[src/rtl/fx_rdbus.sv]
// fx_rdbus: single-outstanding read collector over NCH slave read-data channels.
// A read targets one channel, waits (bounded by TMO cycles) for that channel's
// valid flag, captures the data (own slice, or OR of all valid slices in MODE 1),
// and presents it for one cycle. Sticky flags report timeouts/bad selects and
// collisions (more than one channel valid in the capture cycle).
module fx_rdbus #(
    parameter int NCH  = 6,
    parameter int DW   = 8,
    parameter int TMO  = 16,
    parameter int MODE = 0
) (
    input  logic              clk_sys,
    input  logic              rst,
    input  logic              rd_req,
    input  logic [((($clog2(NCH)) < 1) ? 1 : $clog2(NCH))-1:0] rd_sel,
    input  logic [NCH*DW-1:0] fx_q_ch,
    input  logic [NCH-1:0]    fx_vld_ch,
    input  logic              err_clr,
    output logic [DW-1:0]     fx_q,
    output logic              fx_q_vld,
    output logic              busy,
    output logic              err_tmo,
    output logic              err_col
);

    localparam int SW = (($clog2(NCH)) < 1) ? 1 : $clog2(NCH);
    localparam logic [SW:0] NCH_LIM  = (SW+1)'(NCH);
    localparam logic [7:0]  TMO_LAST = 8'(TMO - 1);

    typedef enum logic [1:0] {
        ST_IDLE = 2'd0,
        ST_WAIT = 2'd1,
        ST_DONE = 2'd2
    } state_t;

    // True when more than one bit of the vector is set.
    function automatic logic multi_hot(input logic [NCH-1:0] v);
        logic [NCH-1:0] one;
        one = {{(NCH-1){1'b0}}, 1'b1};
        return |(v & (v - one));
    endfunction

    state_t          state_q;
    logic [SW-1:0]   sel_q;
    logic [7:0]      cnt_q;
    logic [DW-1:0]   data_q;
    logic            vld_q;
    logic            busy_q;
    logic            err_tmo_q;
    logic            err_col_q;
    logic            err_tmo_d;
    logic            err_col_d;

    logic            sel_ok_s;
    logic            sel_vld_s;
    logic [DW-1:0]   sel_dat_s;
    logic [DW-1:0]   or_dat_s;
    logic [DW-1:0]   cap_dat_s;
    logic            multi_vld_s;
    logic            req_bad_s;
    logic            cap_s;
    logic            tmo_hit_s;

    assign sel_ok_s = ({1'b0, rd_sel} < NCH_LIM);

    // Pick the selected channel's valid/data and build the OR-merge of valid slices.
    always_comb begin
        sel_vld_s = 1'b0;
        sel_dat_s = '0;
        or_dat_s  = '0;
        for (int i = 0; i < NCH; i++) begin
            if (sel_q == SW'(i)) begin
                sel_vld_s = fx_vld_ch[i];
                sel_dat_s = fx_q_ch[i*DW +: DW];
            end else begin
                sel_vld_s = sel_vld_s;
                sel_dat_s = sel_dat_s;
            end
            if (fx_vld_ch[i]) begin
                or_dat_s = or_dat_s | fx_q_ch[i*DW +: DW];
            end else begin
                or_dat_s = or_dat_s;
            end
        end
        multi_vld_s = multi_hot(fx_vld_ch);
        if (MODE == 1) begin
            cap_dat_s = or_dat_s;
        end else begin
            cap_dat_s = sel_dat_s;
        end
    end

    // Decode the per-cycle events and the next value of the sticky flags (set beats clear).
    always_comb begin
        req_bad_s = 1'b0;
        cap_s     = 1'b0;
        tmo_hit_s = 1'b0;
        case (state_q)
            ST_IDLE: begin
                req_bad_s = rd_req & ~sel_ok_s;
            end
            ST_WAIT: begin
                cap_s     = sel_vld_s;
                tmo_hit_s = ~sel_vld_s & (cnt_q == TMO_LAST);
            end
            default: begin
                req_bad_s = 1'b0;
            end
        endcase
        err_tmo_d = req_bad_s | tmo_hit_s | (err_tmo_q & ~err_clr);
        err_col_d = (cap_s & multi_vld_s) | (err_col_q & ~err_clr);
    end

    // Read FSM with registered data, strobe, busy and error flags.
    always_ff @(posedge clk_sys or posedge rst) begin
        if (rst) begin
            state_q   <= ST_IDLE;
            sel_q     <= '0;
            cnt_q     <= 8'd0;
            data_q    <= '0;
            vld_q     <= 1'b0;
            busy_q    <= 1'b0;
            err_tmo_q <= 1'b0;
            err_col_q <= 1'b0;
        end else begin
            err_tmo_q <= err_tmo_d;
            err_col_q <= err_col_d;
            vld_q     <= 1'b0;
            case (state_q)
                ST_IDLE: begin
                    if (rd_req && sel_ok_s) begin
                        sel_q   <= rd_sel;
                        cnt_q   <= 8'd0;
                        busy_q  <= 1'b1;
                        state_q <= ST_WAIT;
                    end else begin
                        busy_q  <= 1'b0;
                    end
                end
                ST_WAIT: begin
                    if (cap_s) begin
                        data_q  <= cap_dat_s;
                        vld_q   <= 1'b1;
                        state_q <= ST_DONE;
                    end else if (tmo_hit_s) begin
                        data_q  <= '0;
                        vld_q   <= 1'b1;
                        state_q <= ST_DONE;
                    end else begin
                        cnt_q   <= cnt_q + 8'd1;
                    end
                end
                ST_DONE: begin
                    busy_q  <= 1'b0;
                    state_q <= ST_IDLE;
                end
                default: begin
                    busy_q  <= 1'b0;
                    state_q <= ST_IDLE;
                end
            endcase
        end
    end

    assign fx_q     = data_q;
    assign fx_q_vld = vld_q;
    assign busy     = busy_q;
    assign err_tmo  = err_tmo_q;
    assign err_col  = err_col_q;

endmodule
[config.mk]
export PLATFORM = sky130hd
export DESIGN_NAME = fx_rdbus
export DESIGN_NICKNAME = d
export VERILOG_FILES = /design/src/rtl/fx_rdbus.sv
export SDC_FILE = /design/constraint.sdc
export NUM_CORES = 1
export LEC_CHECK = 0
export ABC_AREA = 1
export BUFFER_PORTS_ARGS = -buffer_cell sky130_fd_sc_hd__buf_2
export CORE_MARGIN = 2
export CORE_UTILIZATION = 45
export DETAILED_ROUTE_END_ITERATION = 8
export PLACE_DENSITY_LB_ADDON = 0.05
export SYNTH_ARGS = -nofsm -noshare
export SYNTH_HDL_FRONTEND = slang
export SYNTH_SLANG_ARGS = --single-unit
[constraint.sdc]
create_clock -name clk_sys -period 2.5 [get_ports clk_sys]
set_input_delay 0.125 -clock clk_sys [delete_from_list [all_inputs] [get_ports clk_sys]]
set_output_delay 0.125 -clock clk_sys [all_outputs]
set_load 0.005 [all_outputs]
==> results of run 1 <==
## worst max path at each step
stage,start,to,slack [ns]
after floorplan,sel_q[1]$_DFFE_PP0P_,fx_q[1]$_DFFE_PP0P_,0.94
after global placement,sel_q[0]$_DFFE_PP0P_,fx_q[5]$_DFFE_PP0P_,0.63
after detailed placement,sel_q[0]$_DFFE_PP0P_,fx_q[1]$_DFFE_PP0P_,0.58
after CTS,sel_q[0]$_DFFE_PP0P_,fx_q[1]$_DFFE_PP0P_,0.56
after global routing,sel_q[0]$_DFFE_PP0P_,fx_q[1]$_DFFE_PP0P_,0.34
final,sel_q[0]$_DFFE_PP0P_,fx_q[1]$_DFFE_PP0P_,0.55
## synth_stat cells (all sizes together)
| library cell | count |
|---|---|
| a21boi | 1 |
| a21oi | 10 |
| buf | 6 |
| clkbuf | 2 |
| dfrtp | 25 |
| ha | 1 |
| inv | 29 |
| nand2 | 82 |
| nand3 | 28 |
| nand4 | 20 |
| nor2 | 33 |
| nor3 | 5 |
| nor3b | 2 |
| o2111ai | 1 |
| o211ai | 1 |
| o21ai | 7 |
| o22ai | 1 |
| or2 | 3 |
| xor2 | 1 |
## cell usage in the layout (no fill, tap or decap)
cell type / count
a21boi_0: 1
a21oi_1: 10
buf_2: 72
buf_4: 4
clkbuf_1: 1
clkbuf_8: 3
dfrtp_1: 25
ha_1: 1
inv_1: 27
inv_2: 2
nand2_1: 81
nand2_2: 1
nand3_1: 25
nand3_2: 3
nand4_1: 20
nor2_1: 33
nor3_1: 3
nor3_2: 1
nor3_4: 1
nor3b_1: 2
o2111ai_1: 1
o211ai_1: 1
o21ai_0: 7
o22ai_1: 1
or2_1: 1
or2_2: 2
xor2_1: 1
## layout make-up
cell class,count,share of cell area (%)
multi-input cells,196,42.95
flip-flops and latches,25,29.02
repair buffers,76,18.11
inverters,29,5.049
well taps,48,2.786
clock buffers,4,2.089
## power groups by stage
| stage | Clock (uW) | Sequential [uW] | Combinational [uW] |
|---|---|---|---|
| after floorplan | 0 | 612 | 721 |
| after global placement | 0 | 651 | 956 |
| after detailed placement | 0 | 653 | 973 |
| after CTS | 243 | 647 | 971 |
| after global routing | 257 | 664 | 1110 |
| final | 241 | 647 | 963 |
## worst register-to-register path, cell delays in order (launching register included)
cell     delay (ns)
dfrtp_1        0.51
inv_2          0.09
nor3_2         0.22
inv_1          0.20
or2_1          0.30
nand2_2        0.11
nand3_2        0.21
nand3_1        0.14
nand2_1        0.05
## per-layer routing
layer	share of wire [%]	up-vias
met5	0	-
met3	4.9	4
met1	45	844
li1	-	988
met2	49	57
met4	0.96	0
## state kept, by name, summed over array words and instances (netlist names)
signal	count
fx_q	8
state_q	2
err_col	1
cnt_q	8
sel_q	3
busy	1
err_tmo	1
fx_q_vld	1
## kinds of logic after synthesis
family	synth area share, %
DFF	36.58
buffers and inverters	9.291
and+or+nand+nor	46.16
AOI/OAI and AO/OA	6.731
adders and majority gates	0.7314
xor gates and xnor gates	0.5122
## metrics by stage
| step | instance area, sq um | utilization [%] | hold slack, ns | power (uW) | std cells |
|---|---|---|---|---|---|
| final | 2156 | 58.89 | 0.05509 | 1850 | 378 |
| after global routing | 2156 | 58.89 | 0.1387 | 2030 | 378 |
| after CTS | 2156 | 58.89 | 0.1065 | 1861 | 378 |
| after detailed placement | 2111 | 57.66 | 0.3921 | 1625 | 374 |
| after global placement | 2111 | 57.66 | 0.3890 | 1607 | 374 |
| after floorplan | 1710 | - | 0.1523 | 1333 | 258 |
==> results.yml, run 1 <==
final_layout:
  final-seq-area_sq_um: 625.6
  area_delta_synth_final_pct: 26.04
  nets: 393
  drive_above_1_share_pct: 26.97
  multi_input_area_sq_um: 925.9
  nFillCells: 377
  diodes: 0
clock_network:
  cts_setup_buffers: 0
  ctsLongestPathBuffers: 2
  clkSinkCount: 25
  cts-root-buf: "clkbuf_8"
  ctsHoldBuffers: 0
  clkTransAtPathRegs_ns: 0.09
  cts_tree: "done"
  numCtsBuffers: 3
  cts_resized: 0
  htree_levels: 1
  clk_latency_ns: 0.27
logic_synthesis:
  syn_inst: 258
  ys_seq_elements: 25
  ys_warn_count: 0
  synthesis.nets: 320
  postSynthAreaPerCell_sq_um: 6.629
  yosys.area.top_type_share_pct: 36.58
  synth.area.top_cells: "dfrtp_1 37%, nand2_1 18%, nand3_1 7.3%"
  synth_cell_types: 26
  yosysSeqAreaShare_pct: 36.58
  netlist_area_sq_mm: 0.001710
  synth_top_area_cell: "dfrtp_1"
global_route:
  grt_pass1_wl_um: 7914
  grt_pass1_vias: 1847
  globalRouteMet1Util_pct: 29.97
  antenna_found_initial: 0
  met3_usage_pct: 3.425
  grt_use_met2_pct: 40.15
  grt_usage_pct: 23.03
  grt_overflow: 0
  grt_max_degree: 26
  gr-max-usage-layer: "met2"
floorplan:
  core_area_sq_mm: 0.003661
  dieHeight_um: 65.65
  die_w_um: 65.65
  io_pins: 73
  row_count: 22
  initial_core_util_pct: 46.72
  die_area_sq_mm: 0.004310
sta:
  hold_violations: 0
  finalCritPeriodShare_pct: 77.95
  finalClockSkew_ns: 0.007152
  finalSetupTns_ns: 0
  setup_ws_ns: 0.5513
  slew_violations: 0
  relSlewSlack_pct: 37.51
  worstMarginPinSlew_ns: 0.9363
  setup_viol: 0
  grt_setup_unrepaired: "no"
  max_freq_mhz: 513.2
  period_minus_slack_ns: 1.949
job:
  drv_cap: 0
critical_path:
  crit_type: "reg2reg"
  r2r_end: "fx_q[1]$_DFFE_PP0P_"
  crit_required_ns: 2.65
  cp_slowest_cell: "dfrtp_1"
  slowest_delay_ns: 0.51
  cp-end-kind: "register"
  cp.buffers_inverters: 2
  critPathTopFamily: "simple AND/OR/NAND/NOR gates"
  rr_startpoint: "sel_q[0]$_DFFE_PP0P_"
  cp_num_cells: 8
  crit_fanout: 11
  start_kind: "register"
  path_cells: "inv_2 -> nor3_2 -> inv_1 -> or2_1 -> nand2_2 -> nand3_2 -> nand3_1 -> nand2_1"
  critical_path_arrival_ns: 2.10
  r2r_slack_ns: 0.55
  reg2reg_depth: 8
routing:
  postRouteAntennaNets: 0
  firstDrtPassIters: 5
  wl_per_cell_um: 11.62
  wirelength_um: 4391
  drtIter0Drc: 93
  drcViolationCount: 0
  vias: 1893
  viasPerCell: 5.008
run_status:
  outcome: "complete, no violations"
placement:
  post-dp-hpwl_um: 3541
  gp_congestion: 0.8772
  portBuffers: 72
  place_ws_ns: 0.5769
power_and_ir_drop:
  p_clk_share_pct: 13.0
  peakVddDrop_v: 0.0004345
  p_seq_share_pct: 35.0
  p_sw_uw: 856.1
  internal_power_uw: 994.4
  leakage_uw: 0.001245
  powerDensity_mw_per_mm2: 858.4
  swShare_pct: 46.26
  comb_power_share_pct: 52.0
worst_hold_path:
  hold_class: "in2async"
Note: power is estimated with default switching activity, not from simulation.
==> run 2: changes to the inputs <==
- clock period: 2.5 -> 1.81 ns (I/O delays scaled with it)
==> run 2 against run 1 <==
  * Clock power up 37%
  * Via count up 0.16%
  * Combinational power up 58%
  * Register-to-register slack worse by 0.39 ns
  * Critical path type unchanged
  * Critical endpoint is now fx_q[7]$_DFFE_PP0P_
  * Largest cell class unchanged
  * Largest power group unchanged
  * Highest routed layer unchanged
==> results.yml, run 2 (synthesis gave the netlist of run 1 again) <==
sta:
  period_minus_slack_ns: 1.646
  finalClockSkew_ns: 0.003735
  grt_setup_unrepaired: "no"
  finalCritPeriodShare_pct: 90.92
  relSlewSlack_pct: 78.71
  finalSetupTns_ns: 0
  setup_viol: 0
  hold_violations: 0
  worstMarginPinSlew_ns: 0.3194
  slew_violations: 0
  timing.hold.ws_ns: 0.06322
  setup_ws_ns: 0.1643
  max_freq_mhz: 607.7
critical_path:
  crit_required_ns: 1.97
  r2r_end: "fx_q[7]$_DFFE_PP0P_"
  slowest_delay_ns: 0.48
  crit_type: "reg2reg"
  rr_startpoint: "sel_q[1]$_DFFE_PP0P_"
  reg2reg_depth: 7
  cp.buffers_inverters: 1
  critPathTopFamily: "simple AND/OR/NAND/NOR gates"
  start_kind: "register"
  cp_slowest_cell: "dfrtp_2"
  r2r_slack_ns: 0.16
  path_cells: "nor3_2 -> inv_1 -> or2_1 -> nand2_2 -> nand3_4 -> nand3_1 -> nand2_1"
  cp-end-kind: "register"
  critical_path_arrival_ns: 1.81
  crit_fanout: 11
job:
  drv_cap: 0
worst_hold_path:
  holdPathStages: 3
  hold_start: "rd_sel[0]"
  min_to: "sel_q[0]$_DFFE_PP0P_"
  hold_class: "in2reg"
placement:
  portBuffers: 72
  gp_congestion: 0.8860
  post-dp-hpwl_um: 3583
  placed_area_sq_mm: 0.002163
  placed_cells: 381
  place_ws_ns: 0.09290
clock_network:
  clk_latency_ns: 0.27
  numCtsBuffers: 3
  ctsLongestPathBuffers: 2
  cts-root-buf: "clkbuf_8"
  cts_tree: "done"
  clkSinkCount: 25
  htree_levels: 1
  clkTransAtPathRegs_ns: 0.08
final_layout:
  final_common_cell: "nand2_1"
  nFillCells: 374
  area_delta_synth_final_pct: 31.97
  drive_above_1_share_pct: 29.71
  nets: 403
  diodes: 0
  stdcell_area_sq_mm: 0.002257
  layout_common_cells: "80 x nand2_1, 72 x buf_2, 33 x nor2_1"
  stdcell_count: 388
floorplan:
  io_pins: 73
  die_area_sq_mm: 0.004310
  row_count: 22
  initial_core_util_pct: 46.72
  die_w_um: 65.65
  dieHeight_um: 65.65
  core_area_sq_mm: 0.003661
routing:
  drcViolationCount: 0
  drtIter0Drc: 113
  viasPerCell: 4.887
  firstDrtPassIters: 4
  wirelength_um: 4446
  postRouteAntennaNets: 0
  wl_per_cell_um: 11.46
  vias: 1896
run_status:
  outcome: "complete, no violations"
global_route:
  grt_max_degree: 26
  grt_usage_pct: 23.46
  grt_overflow: 0
  grt_pass1_vias: 1853
  antenna_found_initial: 0
  grt_pass1_wl_um: 7962
power_and_ir_drop:
  peakVddDrop_v: 0.0005377
  leakage_uw: 0.001293
  powerDensity_mw_per_mm2: 1208
## run 2: cell count changes in the layout (fill, tap and decap cells not counted), sizes merged
| cell | delta |
|---|---|
| dlygate4sd3 | +1 |
| buf | +9 |
## run 2: how the worst max path moves through the flow
stage	slack (ns)	end	cells past startpoint	startpoint
after CTS	0.07	fx_q[7]$_DFFE_PP0P_	7	sel_q[1]$_DFFE_PP0P_
after global placement	0.16	fx_q[2]$_DFFE_PP0P_	7	sel_q[1]$_DFFE_PP0P_
after detailed placement	0.09	fx_q[7]$_DFFE_PP0P_	7	sel_q[1]$_DFFE_PP0P_
final	0.16	fx_q[7]$_DFFE_PP0P_	7	sel_q[1]$_DFFE_PP0P_
after floorplan	0.25	fx_q[1]$_DFFE_PP0P_	9	sel_q[1]$_DFFE_PP0P_
after global routing	0.003	fx_q[0]$_DFFE_PP0P_	8	sel_q[1]$_DFFE_PP0P_
## run 2: worst min-delay path, stage by stage
cell and delay [ns]:
buf_2 0.07, nor2_1 0.03, a21oi_1 0.10
## run 2: layout make-up
cell class | count | area (sq um) | share of cell area, %
multi-input cells | 196 | 948.4 | 42.02
flip-flops and latches | 25 | 626.9 | 27.77
repair buffers | 86 | 467.9 | 20.73
inverters | 29 | 108.9 | 4.823
well taps | 48 | 60.06 | 2.661
clock buffers | 4 | 45.04 | 1.996
## run 2: what timing repair did
item | CTS | global route
setup buffers | 0 | 2
hold buffers | 1 | 0
resized for setup | 0 | 5
setup endpoints to repair | 0 | 16
endpoints found under the hold margin | 25 | 0
## run 2: metrics by stage
step,total power (uW),util [%]
floorplan,1841,-
global placement,2336,59.09
detailed placement,2342,59.09
CTS,2678,60.59
global route,3017,61.65
finish,2726,61.65
## run 2: power by group
part           leakage (uW)  internal, uW  switching (uW)
sequential         0.000324           742             133
clock             0.0000228           158             173
combinational      0.000946           592             929
## run 2: metal layers
metal | up-vias | global-route usage, % | wire length [um]
met1 | 823 | 30.43 | 2066
met3 | 8 | 4.966 | 234
li1 | 1012 | - | -
met2 | 53 | 40.03 | 2095
met4 | 0 | 5.208 | 50
met5 | - | 0 | 0
==> run 3: changes to the inputs <==
- CORE_UTILIZATION: 45 -> 43
- clock period: 1.81 -> 1.38 ns (I/O delays scaled with it)
==> run 3 against run 2 <==
  * The run now ends with setup timing left
  * Global-route usage up 2.0 points
  * Setup slack worse by 0.38 ns
  * Via count up 7.7%
  * Count of clock-buffer cells in the layout unchanged
  * Clock power up 32%
==> results.yml, run 3 (synthesis gave the netlist of run 1 again) <==
run_status:
  outcome: "finished, violations left"
  violations: "setup timing"
sta:
  setup_ws_ns: -0.2204
  period_minus_slack_ns: 1.600
  hold_violations: 0
  finalCritPeriodShare_pct: 116.0
  max_freq_mhz: 624.8
  finalSetupTns_ns: -3.753
  slew_violations: 0
  grt_setup_unrepaired: "yes"
  relSlewSlack_pct: 77.93
  worstMarginPinSlew_ns: 0.3299
  finalClockSkew_ns: 0.009818
  setup_viol: 21
worst_hold_path:
  hold_class: "in2reg"
routing:
  postRouteAntennaNets: 0
  wirelength_um: 5184
  viasPerCell: 5.017
  wl_per_cell_um: 12.74
  firstDrtPassIters: 4
  drcViolationCount: 0
  drtIter0Drc: 197
  vias: 2042
power_and_ir_drop:
  powerDensity_mw_per_mm2: 1723
  leakage_uw: 0.001409
  peakVddDrop_v: 0.0007794
placement:
  placed_area_sq_mm: 0.002307
  portBuffers: 72
  post-dp-hpwl_um: 3853
  place_ws_ns: -0.3377
  gp_congestion: 0.8583
final_layout:
  drive_above_1_share_pct: 36.77
  stdcell_area_sq_mm: 0.002515
  area_delta_synth_final_pct: 47.04
  nets: 422
  final_common_cell: "nand2_1"
  layout_common_cells: "78 x nand2_1, 72 x buf_2, 32 x nor2_1"
  diodes: 0
critical_path:
  crit_required_ns: 1.54
  path_common_cell: "nand2_1"
  start_kind: "register"
  path_cells: "inv_4 -> nor3_4 -> inv_1 -> or2_4 -> nand3_4 -> buf_12 -> nor2_1 -> nand2_1 -> nand2_1"
  cp_slowest_cell: "dfrtp_1"
  critical_path_arrival_ns: 1.76
  crit_fanout: 21
  cp-end-kind: "register"
  slowest_delay_ns: 0.43
  crit_type: "reg2reg"
floorplan:
  die_w_um: 67.07
  core_area_sq_mm: 0.003744
  dieHeight_um: 67.07
  die_area_sq_mm: 0.004498
  row_count: 22
  io_pins: 73
  initial_core_util_pct: 45.69
job:
  drv_cap: 0
global_route:
  grt_pass1_vias: 2001
  grt_usage_pct: 25.43
  grt_overflow: 0
  grt_max_degree: 26
  grt_pass1_wl_um: 8659
  antenna_found_initial: 0
clock_network:
  numCtsBuffers: 3
  clkSinkCount: 25
  htree_levels: 1
  clk_latency_ns: 0.27
  cts_tree: "done"
  ctsLongestPathBuffers: 2
  clkTransAtPathRegs_ns: 0.09
  cts-root-buf: "clkbuf_8"
==> run 3: cell count changes in the layout (fill, tap and decap cells not counted), moves of 2 or more <==
cell and delta:
nor3_4 +2, nand3_4 +3, inv_1 -3, inv_2 +2, buf_4 +14, nand3_2 +2
nand2_1 -2, buf_6 +2, nand3_1 -3
==> run 3: layout make-up <==
type | instances | area, sq um
timing repair buffer | 103 | 615.6
fill | 339 | 1229
inverter | 29 | 111.4
tap | 48 | 60.06
multi-input combinational | 198 | 1056
sequential | 25 | 626.9
clock buffer | 4 | 45.04
==> run 3: routing by layer <==
metal,vias up,track usage (%),wire (um)
li1,1054,-,-
met1,912,34.03,2317
met2,70,40.72,2500
met3,6,4.561,305
met4,0,9.184,59
met5,-,0,0
==> run 3: per-stage QoR <==
stage | total power, uW | std cells | utilization, % | hold WS (ns)
detailed placement | 3423 | 397 | 61.63 | 0.1429
global placement | 3385 | 397 | 61.63 | 0.1362
finish | 4333 | 407 | 67.18 | 0.05080
global route | 4706 | 407 | 67.18 | 0.05700
floorplan | 2473 | 258 | - | 0.09632
CTS | 4138 | 405 | 65.47 | 0.05109
==> run 3: worst max-delay path, delay by kind of cell (launching register included) <==
family	cells	cell delay, ns
buf+inv	3	0.32
simple gates	6	0.72
flops	1	0.43
==> run 3: repair_timing <==
item | in CTS | in global routing
endpoints found under the setup margin | 21 | 21
cloned | 2 | 0
resized for setup | 14 | 13
hold buffers | 1 | 0
pin swaps | 5 | 5
endpoints found under the hold margin | 25 | 0
buffers inserted | 1 | 2
==> run 3: final timing paths <==
kind,from,to,slack (ns),depth (start not counted)
setup / recovery,sel_q[2]$_DFFE_PP0P_,fx_q[2]$_DFFE_PP0P_,-0.22,9
hold / removal,err_clr,err_col$_DFF_PP0_,0.05,4
setup reg to reg,sel_q[2]$_DFFE_PP0P_,fx_q[2]$_DFFE_PP0P_,-0.22,9
hold reg to reg,busy$_DFFE_PP0N_,busy$_DFFE_PP0N_,0.49,2
max in group asynchronous,rst,sel_q[1]$_DFFE_PP0P_,0.73,4
min in group asynchronous,rst,fx_q[4]$_DFFE_PP0P_,0.39,4
==> run 3: power breakdown <==
part           total, uW  switching [uW]  internal [uW]
Sequential          1170             193            973
Clock                436             230            206
Combinational       2730            1570           1160
